**config.mk**
```make
export PLATFORM = sky130hd
export DESIGN_NAME = lsu_bus_bridge
export DESIGN_NICKNAME = d
export VERILOG_FILES = /design/src/rtl/lsu_bus_bridge.sv
export SDC_FILE = /design/constraint.sdc
export NUM_CORES = 1
export LEC_CHECK = 0
export BUFFER_PORTS_ARGS = -buffer_cell sky130_fd_sc_hd__buf_4
export CORE_ASPECT_RATIO = 0.75
export CORE_MARGIN = 4
export CORE_UTILIZATION = 30
export CTS_BUF_LIST = sky130_fd_sc_hd__clkbuf_4 sky130_fd_sc_hd__clkbuf_8
export DETAILED_ROUTE_END_ITERATION = 6
export MAX_ROUTING_LAYER = met4
export PLACE_DENSITY = 0.56
export SLEW_MARGIN = 20
export SYNTH_ARGS = -nofsm -noshare
export SYNTH_HDL_FRONTEND = slang
export SYNTH_SLANG_ARGS = --single-unit
export TNS_END_PERCENT = 50
```
**constraint.sdc**
```tcl
create_clock -name SYS_clk -period 7.26 [get_ports SYS_clk]
set_clock_uncertainty 0.2 [all_clocks]
set_input_delay 1.089 -clock SYS_clk [delete_from_list [all_inputs] [get_ports SYS_clk]]
set_output_delay 1.089 -clock SYS_clk [all_outputs]
set_load 0.02 [all_outputs]
```
**src/rtl/lsu_bus_bridge.sv**
```systemverilog
// Load/store unit to single-beat bus bridge: aligns stores, extracts and extends loads,
// enforces alignment and bounds the bus wait with a timeout.
module lsu_bus_bridge #(
  parameter int TIMEOUT_CYCLES = 255
) (
  input  logic        SYS_clk,
  input  logic        SYS_reset,
  input  logic [1:0]  MEM_write_length,
  input  logic [1:0]  MEM_read_length,
  input  logic        MEM_read_signed,
  input  logic        LSU_read_req,
  input  logic [31:0] MEM_write_address,
  input  logic [31:0] MEM_write_data,
  input  logic [31:0] MEM_read_address,
  output logic [31:0] MEM_read_data,
  output logic        LSU_stall,
  output logic        LSU_misaligned,
  output logic        BUS_error,
  output logic        BUS_req,
  output logic        BUS_we,
  output logic [31:0] BUS_addr,
  output logic [3:0]  BUS_be,
  output logic [31:0] BUS_wdata,
  input  logic        BUS_ack,
  input  logic [31:0] BUS_rdata
);

  typedef enum logic [1:0] {S_IDLE, S_BUS, S_DONE} state_t;

  localparam logic [32:0] TMO = {1'b0, 32'(TIMEOUT_CYCLES)};

  state_t      state, state_n;
  logic [31:0] wait_cnt;
  logic        is_load, ld_sgn;
  logic [1:0]  ld_len, ld_off;

  logic        store_req, load_req, req, mis, accept, fault, ack_hit, tmo;
  logic [1:0]  acc_len;
  logic [31:0] acc_addr, st_wdata, ld_shift, ld_ext;
  logic [3:0]  st_be;

  // A store request shadows a simultaneous load; a zero load size means word.
  always_comb begin
    store_req = MEM_write_length != 2'b00;
    load_req  = LSU_read_req && !store_req;
    req       = store_req || load_req;
    acc_len   = store_req ? MEM_write_length
              : (MEM_read_length == 2'b00 ? 2'b11 : MEM_read_length);
    acc_addr  = store_req ? MEM_write_address : MEM_read_address;
    mis       = (acc_len == 2'b10 && acc_addr[0]) ||
                (acc_len == 2'b11 && acc_addr[1:0] != 2'b00);
    accept    = state == S_IDLE && req && !mis;
    fault     = state == S_IDLE && req && mis;
    ack_hit   = state == S_BUS && BUS_ack;
    tmo       = state == S_BUS && !BUS_ack && ({1'b0, wait_cnt} + 33'd1 >= TMO);
  end

  always_comb begin
    st_be    = 4'b1111;
    st_wdata = MEM_write_data;
    case (MEM_write_length)
      2'b01: begin
        st_be    = 4'b0001 << MEM_write_address[1:0];
        st_wdata = {4{MEM_write_data[7:0]}};
      end
      2'b10: begin
        st_be    = 4'b0011 << {MEM_write_address[1], 1'b0};
        st_wdata = {2{MEM_write_data[15:0]}};
      end
      default: ;
    endcase
  end

  always_comb begin
    ld_shift = BUS_rdata >> {ld_off, 3'b000};
    case (ld_len)
      2'b01:   ld_ext = {{24{ld_sgn & ld_shift[7]}}, ld_shift[7:0]};
      2'b10:   ld_ext = {{16{ld_sgn & ld_shift[15]}}, ld_shift[15:0]};
      default: ld_ext = ld_shift;
    endcase
  end

  always_ff @(posedge SYS_clk or posedge SYS_reset) begin
    if (SYS_reset) state <= S_IDLE;
    else           state <= state_n;
  end

  always_comb begin
    state_n = state;
    case (state)
      S_IDLE:  if (accept) state_n = S_BUS;
      S_BUS:   if (ack_hit || tmo) state_n = S_DONE;
      S_DONE:  state_n = S_IDLE;
      default: state_n = S_IDLE;
    endcase
  end

  // Stall is gated by reset so every output reads 0 while reset is held.
  assign LSU_stall = !SYS_reset && (accept || state == S_BUS);

  always_ff @(posedge SYS_clk or posedge SYS_reset) begin
    if (SYS_reset) begin
      wait_cnt       <= '0;
      is_load        <= 1'b0;
      ld_sgn         <= 1'b0;
      ld_len         <= 2'b00;
      ld_off         <= 2'b00;
      MEM_read_data  <= '0;
      LSU_misaligned <= 1'b0;
      BUS_error      <= 1'b0;
      BUS_req        <= 1'b0;
      BUS_we         <= 1'b0;
      BUS_addr       <= '0;
      BUS_be         <= '0;
      BUS_wdata      <= '0;
    end else begin
      LSU_misaligned <= fault;
      BUS_error      <= tmo;
      if (accept) begin
        wait_cnt  <= '0;
        is_load   <= load_req;
        ld_sgn    <= MEM_read_signed;
        ld_len    <= acc_len;
        ld_off    <= acc_addr[1:0];
        BUS_req   <= 1'b1;
        BUS_we    <= store_req;
        BUS_addr  <= {acc_addr[31:2], 2'b00};
        BUS_be    <= store_req ? st_be : 4'b1111;
        BUS_wdata <= store_req ? st_wdata : 32'd0;
      end
      if (fault && load_req) MEM_read_data <= '0;
      if (ack_hit) begin
        BUS_req <= 1'b0;
        if (is_load) MEM_read_data <= ld_ext;
      end else if (tmo) begin
        BUS_req <= 1'b0;
        if (is_load) MEM_read_data <= '0;
      end else if (state == S_BUS) begin
        wait_cnt <= wait_cnt + 32'd1;
      end
    end
  end

endmodule

```
==> results of run 1 <==
## how the worst min path moves through the flow
| stage | endpoint | startpoint |
|---|---|---|
| 4_1_cts | BUS_wdata[6] | BUS_wdata[6] |
| 2_1_floorplan | ld_sgn | ld_sgn |
| 3_3_place_gp | BUS_wdata[21] | BUS_wdata[21] |
| 3_5_place_dp | ld_sgn | ld_sgn |
| 5_1_grt | BUS_addr[2] | BUS_addr[2] |
| 6_report | ld_sgn | ld_sgn |
## placed cells by master, fill, tap and decap left out, drive strengths merged, types with 3 or more instances in the layout
cell	count
a211oi	5
or4	4
o22ai	11
nor4	4
buf	245
o221ai	4
o21ai	101
dfrtp	142
a31oi	12
and2	23
a21oi	68
o211ai	6
ha	7
o311ai	3
o31ai	12
nor2b	16
mux2	17
clkinv	5
nand3	46
nand2	102
a22oi	9
nor2	18
and4	4
and3	6
inv	35
mux2i	43
nand2b	18
clkbuf	19
nand4	15
nor3	5
## through the flow
stage / area [µm²] / total power, mW
floorplan: 7630 / 2.24
global placement: 9650 / 2.97
detailed placement: 9650 / 2.99
CTS: 10000 / 3.62
global route: 10000 / 3.82
finish: 10000 / 3.57
## kinds of logic (layout without fill, tap and decap cells)
logic type | count (synthesis) | in the layout
buf+inv | 93 | 306
fa+ha+maj | 7 | 7
mux | 60 | 60
other cells | 1 | 3
xor+xnor | 3 | 3
simple gates | 271 | 271
flops | 142 | 142
compound gates | 241 | 241
## power groups by stage
stage	Combinational (mW)	Sequential [mW]	Clock, mW
global route	1.78	1.38	0.666
global placement	1.63	1.34	0
detailed placement	1.64	1.35	0
CTS	1.64	1.34	0.639
finish	1.62	1.34	0.619
floorplan	0.651	1.59	0
## registers in the layout, indices dropped and copies added, names as in the netlist
signal	count
BUS_wdata	32
MEM_read_data	32
wait_cnt	32
BUS_addr	30
BUS_be	4
ld_len	2
ld_off	2
state	2
BUS_error	1
BUS_req	1
BUS_we	1
LSU_misaligned	1
is_load	1
ld_sgn	1
## metal layers
| layer | vias up | global-route usage, % | share of wire (%) |
|---|---|---|---|
| met1 | 3219 | 25.1 | 48 |
| met4 | 0 | 3.67 | 0.96 |
| met3 | 16 | 4.02 | 7.7 |
| met2 | 224 | 25.3 | 44 |
| li1 | 3310 | - | - |
| met5 | - | - | 0 |
## worst max-delay path, cell delays in order
cell      delay [ns]
buf_4           0.12
inv_1           0.12
ha_4            0.77
mux2i_1         0.31
o221ai_1        0.14
nand2b_1        0.17
nand2_4         0.29
a21oi_1         0.33
buf_4           0.18
## layout make-up
cell class | count | area [µm²] | share of cell area (%)
sequential | 142 | 3550 | 35.5
clock buffer | 19 | 262 | 2.61
inverter | 31 | 121 | 1.21
clock inverter | 11 | 109 | 1.09
tap | 338 | 423 | 4.22
timing repair buffer | 245 | 1840 | 18.4
antenna | 1 | 2.50 | 0.0250
multi-input combinational | 584 | 3710 | 37.0
==> results.cfg, run 1 <==
[logic_synthesis]
synthArstFlopShare_pct = 100
ys_ff_latch = 142
post-synth-top-count-cell = dfrtp_1
synth_edf_count = 0
yosysSeqAreaShare_pct = 46.6
synthAdderAreaFrac_pct = 1.15
yosys.area_share.simple_pct = 19.4
synth_xor_area_share_pct = 0.344
yosysTopAreaCellShare_pct = 46.6
muxShareOfSynthArea_pct = 8.15
synth_area_per_cell_um2 = 9.33
synth_top_family_by_area = simple AND/OR/NAND/NOR gates
ys_types = 59
synth_top_cell_by_area = dfrtp_1
yosysWarnings = 0
netlist_area_mm2 = 0.00763
netlist_top_cells_count = dfrtp_1, nand2_1, o21ai_0, a21oi_1, clkbuf_1
synth-compound-area-share_pct = 19.2
synth_flop_cell = dfrtp_1
yosys-top-cells-area = dfrtp_1, o21ai_0, mux2i_1, nand2_1, a21oi_1
synthCells = 818

[timing]
rsz0062_at_grt = false
drv_slew = 0
period_minus_slack_ns = 4.83
fmaxAchievable_ghz = 0.207
hold_violations = 0
whs_ns = 0.284
finalSetupViolations = 0
period_share_pct = 66.6
tns_ns = 0
worst_slew_margin_rel_pct = 30.8
layout_setup_ws_ns = 2.43
worst_pin_slew_ns = 1.04

[setup_path]
start_kind = input port
criticalPathCategory = in -> out
r2r_start = wait_cnt[0]
endpoint = LSU_stall
reg2reg_depth = 8
worstReg2RegEnd = MEM_read_data[4]
worstPathArrival_ns = 3.54
critPathRequiredTime_ns = 5.97
crit_path_end_kind = primary output
startpoint = MEM_write_length[0]
crit_path_max_fanout = 68
ff2ff_setup_slack_ns = 2.74

[placed_design]
dp_cells = 1340
routabilityCongestion = 0.806
io_buffers = 239
dp_hpwl_um = 17800
dp_slack_ns = 2.33

[power_and_ir_drop]
power.density_mw_per_mm2 = 357
combPwrFrac_pct = 45.3
p_sw_mw = 1.53
clkPwrFrac_pct = 17.3
vdd_ir_drop_max_mv = 0.149
pwr-share-seq_pct = 37.4
p_int_mw = 2.05
p_leak_nw = 4.62
swShare_pct = 42.7

[clock_network]
cts_tree = done
clk_pin_slew_ns = 0.08
cts.sinks = 142
cts_buffer_depth = 2
cts_buffers = 17
cts_max_level = 4
clockRootBuffer = clkbuf_8
cts_setup_buffers = 0
cts_resized = 0
hold_buffers = 0
clock_latency_ns = 0.44

[worst_hold_path]
hp-class = reg -> reg
min_delay_path_depth = 2

[global_routing]
grt_pass1_wl_um = 37900
grt_use_total_pct = 17.5
grt_overflow_total = 0
antenna_found_initial = 1
grt_max_degree = 92
grt_pass1_vias = 6566

[drt]
vias_per_cell = 4.94
num_vias = 6769
wirelength_um = 24400
avgRoutedWirePerCell_um = 17.8
ant_nets = 0
dr.pass1.iters = 6
drc = 0
drtIter0Drc = 405

[final_layout]
fin_util_pct = 40.0
fin_cells = 1371
drive_gt1_share_pct = 33.5
syn2layout_area_growth_pct = 31.3
fin_nets = 1165
nFillCells = 2544

[die]
die_area_mm2 = 0.0281
placementRows = 50
ios = 242
die_x_um = 192
die_height_um = 146
coreArea_mm2 = 0.0250
initial_core_util_pct = 30.5

[run_status]
status = finished, final reports clean

[flow_run]
cap_violations = 0
Power figures use the tool's default switching activity.
==> inputs of run 2 (changes only) <==
Settings changed: PLACE_DENSITY 0.56 to 0.58.
Clock period 7.26 ns to 4.23 ns, I/O delays scaled along.
==> run 2 against run 1 <==
  * Non-clock buffer count grew 7
  * Via count barely moved
  * Global-route usage fell by 0.31 points
  * Highest routed layer unchanged
  * First-iteration DRC count increased by 11%
  * Critical endpoint is now MEM_read_data[31]
==> results.cfg, run 2 (synthesized netlist as in run 1, its figures left out) <==
[clock_network]
cts_resized = 0
clockRootBuffer = clkbuf_8
cts_buffers = 17
hold_buffers = 0
cts_max_level = 4
clk_pin_slew_ns = 0.10
cts.sinks = 142
cts_tree = done
cts_buffer_depth = 2
cts_setup_buffers = 0
clock_latency_ns = 0.45

[setup_path]
crit_path_end_kind = flip-flop
critPathRequiredTime_ns = 4.39
worstPathArrival_ns = 3.88
crit_path_max_fanout = 24
criticalPathCategory = reg -> reg
start_kind = flip-flop
startpoint = wait_cnt[0]
r2r_start = wait_cnt[0]

[placed_design]
routabilityCongestion = 0.850
dp_hpwl_um = 17700
placed_area_mm2 = 0.00971
dp_cells = 1347
io_buffers = 239
dp_slack_ns = 0.534

[final_layout]
mostFrequentLayoutCells = buf_4, dfrtp_1, nand2_1
fin_cells = 1379
drive_gt1_share_pct = 34.1
fin_nets = 1172
diodes = 0
nFillCells = 2512
final_common_cell = buf_4
reg.largest.list = BUS_wdata: 32 flops, MEM_read_data: 32 flops, wait_cnt: 32 flops
design_area_mm2 = 0.0101
syn2layout_area_growth_pct = 32.6

[global_routing]
antenna_found_initial = 0
grt.met2_usage_pct = 24.4
busiest_layer = met1
use_met1_pct = 24.7
grt_pass1_vias = 6461
grt_use_total_pct = 17.2
grt_max_degree = 94
use_met3_pct = 4.09
grt_pass1_wl_um = 37100
grt_overflow_total = 0

[timing]
worst_pin_slew_ns = 0.901
tns_ns = 0
worst_slew_margin_rel_pct = 39.9
rsz0062_at_grt = false
finalSetupViolations = 0
period_minus_slack_ns = 3.71
drv_slew = 0
fmaxAchievable_ghz = 0.269
layout_setup_ws_ns = 0.516
period_share_pct = 87.8
hold_violations = 0

[power_and_ir_drop]
p_leak_nw = 4.67
vdd_ir_drop_max_mv = 0.238
power.density_mw_per_mm2 = 614

[drt]
avgRoutedWirePerCell_um = 17.6
drtIter0Drc = 450
ant_nets = 0
wirelength_um = 24200
drc = 0
dr.pass1.iters = 5
vias_per_cell = 4.91
num_vias = 6774

[die]
coreArea_mm2 = 0.0250
die_x_um = 192
ios = 242
placementRows = 50
die_height_um = 146
initial_core_util_pct = 30.5
die_area_mm2 = 0.0281

[worst_hold_path]
hp-class = in -> async

[flow_run]
cap_violations = 0

[run_status]
status = finished, final reports clean
[run 2: where the power goes]
| part | switching, mW | internal, mW |
|---|---|---|
| Combinational | 1.65 | 1.16 |
| Sequential | 0.385 | 1.86 |
| Clock | 0.590 | 0.560 |
| Total | 2.62 | 3.59 |
[run 2: cell type report]
type	instances	area [µm²]	share of cell area, %
Timing Repair Buffer	252	1900	18.8
Inverter	31	120	1.19
Clock buffer	19	255	2.52
Sequential cell	142	3550	35.1
Tap cell	338	423	4.18
Multi-Input combinational cell	584	3710	36.7
Clock inverter	13	153	1.51
[run 2: path summary, 6_finish.rpt]
path | to | slack (ns) | cells after the start
hold reg to reg | ld_sgn | 0.28 | 2
max in group asynchronous | BUS_addr[9] | 2.89 | 3
min in group SYS_clk | ld_sgn | 0.22 | 3
setup reg to reg | MEM_read_data[31] | 0.52 | 9
hold / removal | BUS_wdata[19] | 0.07 | 2
setup / recovery | MEM_read_data[31] | 0.52 | 9
[run 2: through the flow]
step | util, % | hold slack (ns) | total power [mW]
global placement | 38.8 | 0.258 | 5.10
detailed placement | 38.8 | 0.263 | 5.13
global route | 40.4 | 0.0876 | 6.65
CTS | 40.4 | 0.0612 | 6.31
finish | 40.4 | 0.0709 | 6.21
floorplan | - | 0.238 | 3.85
[run 2: layer usage]
| layer | up-vias | routed length [µm] | share of wire [%] |
|---|---|---|---|
| met2 | 224 | 10600 | 44 |
| li1 | 3321 | - | - |
| met3 | 15 | 1860 | 7.7 |
| met4 | 0 | 252 | 1.0 |
| met1 | 3214 | 11600 | 48 |
| met5 | - | 0 | 0 |
[run 2: critical path, cell delays in order (launching register included)]
cell	delay, ns
dfrtp_1	0.51
ha_1	0.34
nand4_1	0.13
or4_1	0.64
o31a_1	0.33
or4_4	0.56
o31ai_4	0.24
buf_4	0.39
nand3_1	0.13
a21oi_1	0.17
==> inputs of run 3 (changes only) <==
Settings changed: GPL_TIMING_DRIVEN set to 0, TNS_END_PERCENT 50 to 20.
==> run 3 against run 2 <==
  * Sequential power fell by 3%
  * Routed wire length grew 7.7%
  * Sequential share of layout area shrank 1.0 points
  * Critical endpoint is now LSU_stall
  * First-iteration DRC count is 23% higher
  * Clock-buffer cell count shrank 2
  * Combinational power is 7% higher
  * Global-route usage increased by 1.4 points
==> results.cfg, run 3 (synthesized netlist as in run 1, its figures left out) <==
[run_status]
status = finished, final reports clean

[final_layout]
register_area_mm2 = 0.00355
multi_input_area_mm2 = 0.00369
syn2layout_area_growth_pct = 36.6
diodes = 0
reg.largest.list = BUS_wdata: 32 flops, MEM_read_data: 32 flops, wait_cnt: 32 flops
final_common_cell = buf_4
fin_nets = 1227
fin_cells = 1433
nFillCells = 2489
mostFrequentLayoutCells = buf_4, dfrtp_1, nand2_1
drive_gt1_share_pct = 32.9

[drt]
ant_nets = 0
wl_met2_um = 11700
top_layer = met4
wirelength_um = 26100
dr.pass1.iters = 5
drtIter0Drc = 552
wl_met1_um = 12100
avgRoutedWirePerCell_um = 18.2
wl_met3_um = 2110
drc = 0
num_vias = 7131
vias_per_cell = 4.98

[timing]
drv_slew = 0
period_minus_slack_ns = 3.97
rsz0062_at_grt = false
worst_pin_slew_ns = 0.924
tns_ns = 0
finalSetupViolations = 0
worst_slew_margin_rel_pct = 38.1
hold_violations = 0
period_share_pct = 93.8
fmaxAchievable_ghz = 0.252

[setup_path]
critPathRequiredTime_ns = 3.40
critPathTopFamily = buffers and inverters
worstReg2RegEnd = wait_cnt[29]
crit_path_max_fanout = 10
cp_num_buf_inv = 6
max_stage_delay_ns = 0.44
r2r_start = wait_cnt[1]
slowest_stage = clkbuf_1
criticalPathCategory = in -> out
cp_cell_sequence = buf_4 -> inv_1 -> ha_1 -> clkbuf_2 -> o22ai_1 -> nand2b_1 -> nand2_1 -> clkbuf_1 -> clkbuf_2 -> a21oi_1 -> buf_4
start_kind = input port
worstPathArrival_ns = 3.13
crit_path_end_kind = primary output
ff2ff_setup_slack_ns = 0.46
reg2reg_depth = 10

[clock_network]
cts_buffers = 17
clk_pin_slew_ns = 0.09
cts_setup_buffers = 0
cts_max_level = 4
cts_tree = done
clock_latency_ns = 0.45
clockRootBuffer = clkbuf_8
cts_buffer_depth = 2
cts.sinks = 142

[flow_run]
cap_violations = 0

[die]
coreArea_mm2 = 0.0250
die_area_mm2 = 0.0281
die_height_um = 146
die_x_um = 192
placementRows = 50
initial_core_util_pct = 30.5
ios = 242

[global_routing]
grt_overflow_total = 0
grt_use_total_pct = 18.6
grt_pass1_wl_um = 39700
grt_max_degree = 33
antenna_found_initial = 0
grt_pass1_vias = 6915

[power_and_ir_drop]
vdd_ir_drop_max_mv = 0.268
power.density_mw_per_mm2 = 618
p_leak_nw = 4.80

[placed_design]
io_buffers = 239
dp_hpwl_um = 20600
dp_cells = 1401
routabilityCongestion = 0.833

[worst_hold_path]
hold_end = ld_sgn
hp-class = in -> reg
hold_path_startpoint = MEM_read_signed
min_delay_path_depth = 3
[run 3: cell count changes in the layout (fill, tap and decap cells not counted), moves of 4 or more]
cell / before / now
clkbuf_1: 0 / 42
buf_2: 0 / 7
buf_4: 251 / 244
buf_1: 0 / 4
[run 3: per-stage QoR]
stage	instance area (µm²)	util (%)	total power, mW	worst slack [ns]	hold slack, ns
2_1_floorplan	7640	-	3.85	0.949	0.238
6_report	10400	41.7	6.44	0.262	0.196
3_3_place_gp	9850	39.4	5.18	-0.257	0.262
5_1_grt	10400	41.7	6.90	0.0101	0.194
3_5_place_dp	9970	39.8	5.24	-0.278	0.261
4_1_cts	10400	41.7	6.51	0.157	0.169
[run 3: worst max-delay path by stage]
stage / slack [ns] / from / cells past startpoint / to
after global routing: 0.01 / MEM_write_length[0] / 11 / LSU_stall
final: 0.26 / MEM_write_length[0] / 11 / LSU_stall
after floorplan: 0.95 / wait_cnt[1] / 10 / MEM_read_data[18]
after detailed placement: -0.28 / MEM_write_length[0] / 11 / LSU_stall
after global placement: -0.26 / MEM_write_length[0] / 11 / LSU_stall
after CTS: 0.16 / MEM_write_length[0] / 11 / LSU_stall
[run 3: cell type report]
cell class | count | area share, %
clock inverters | 14 | 1.99
plain buffers | 62 | 2.66
multi-input cells | 584 | 35.4
repair buffers | 245 | 18.4
well taps | 338 | 4.06
clock buffers | 17 | 2.24
inverters | 31 | 1.15
flip-flops and latches | 142 | 34.1
[run 3: tightest hold or removal path, cell delays in order]
cell     delay [ns]
buf_4          0.09
nand2_1        0.04
nand2_1        0.05
[run 3: repair_timing]
action                                 CTS  global route
endpoints found under the hold margin   16             0
gates resized for setup                  2             0
hold buffers                             1             0
setup endpoints to repair                1             0
[run 3: power breakdown]
part,switching [mW],internal [mW],leakage (nW)
Clock,0.601,0.654,0.216
Combinational,1.80,1.20,2.77
Sequential,0.317,1.87,1.82
Total,2.72,3.72,4.80
[run 3: layer usage]
layer,track usage [%],vias to the layer above
met2,27.8,253
met5,-,-
met3,4.88,19
met1,25.6,3414
li1,-,3445
met4,3.53,0
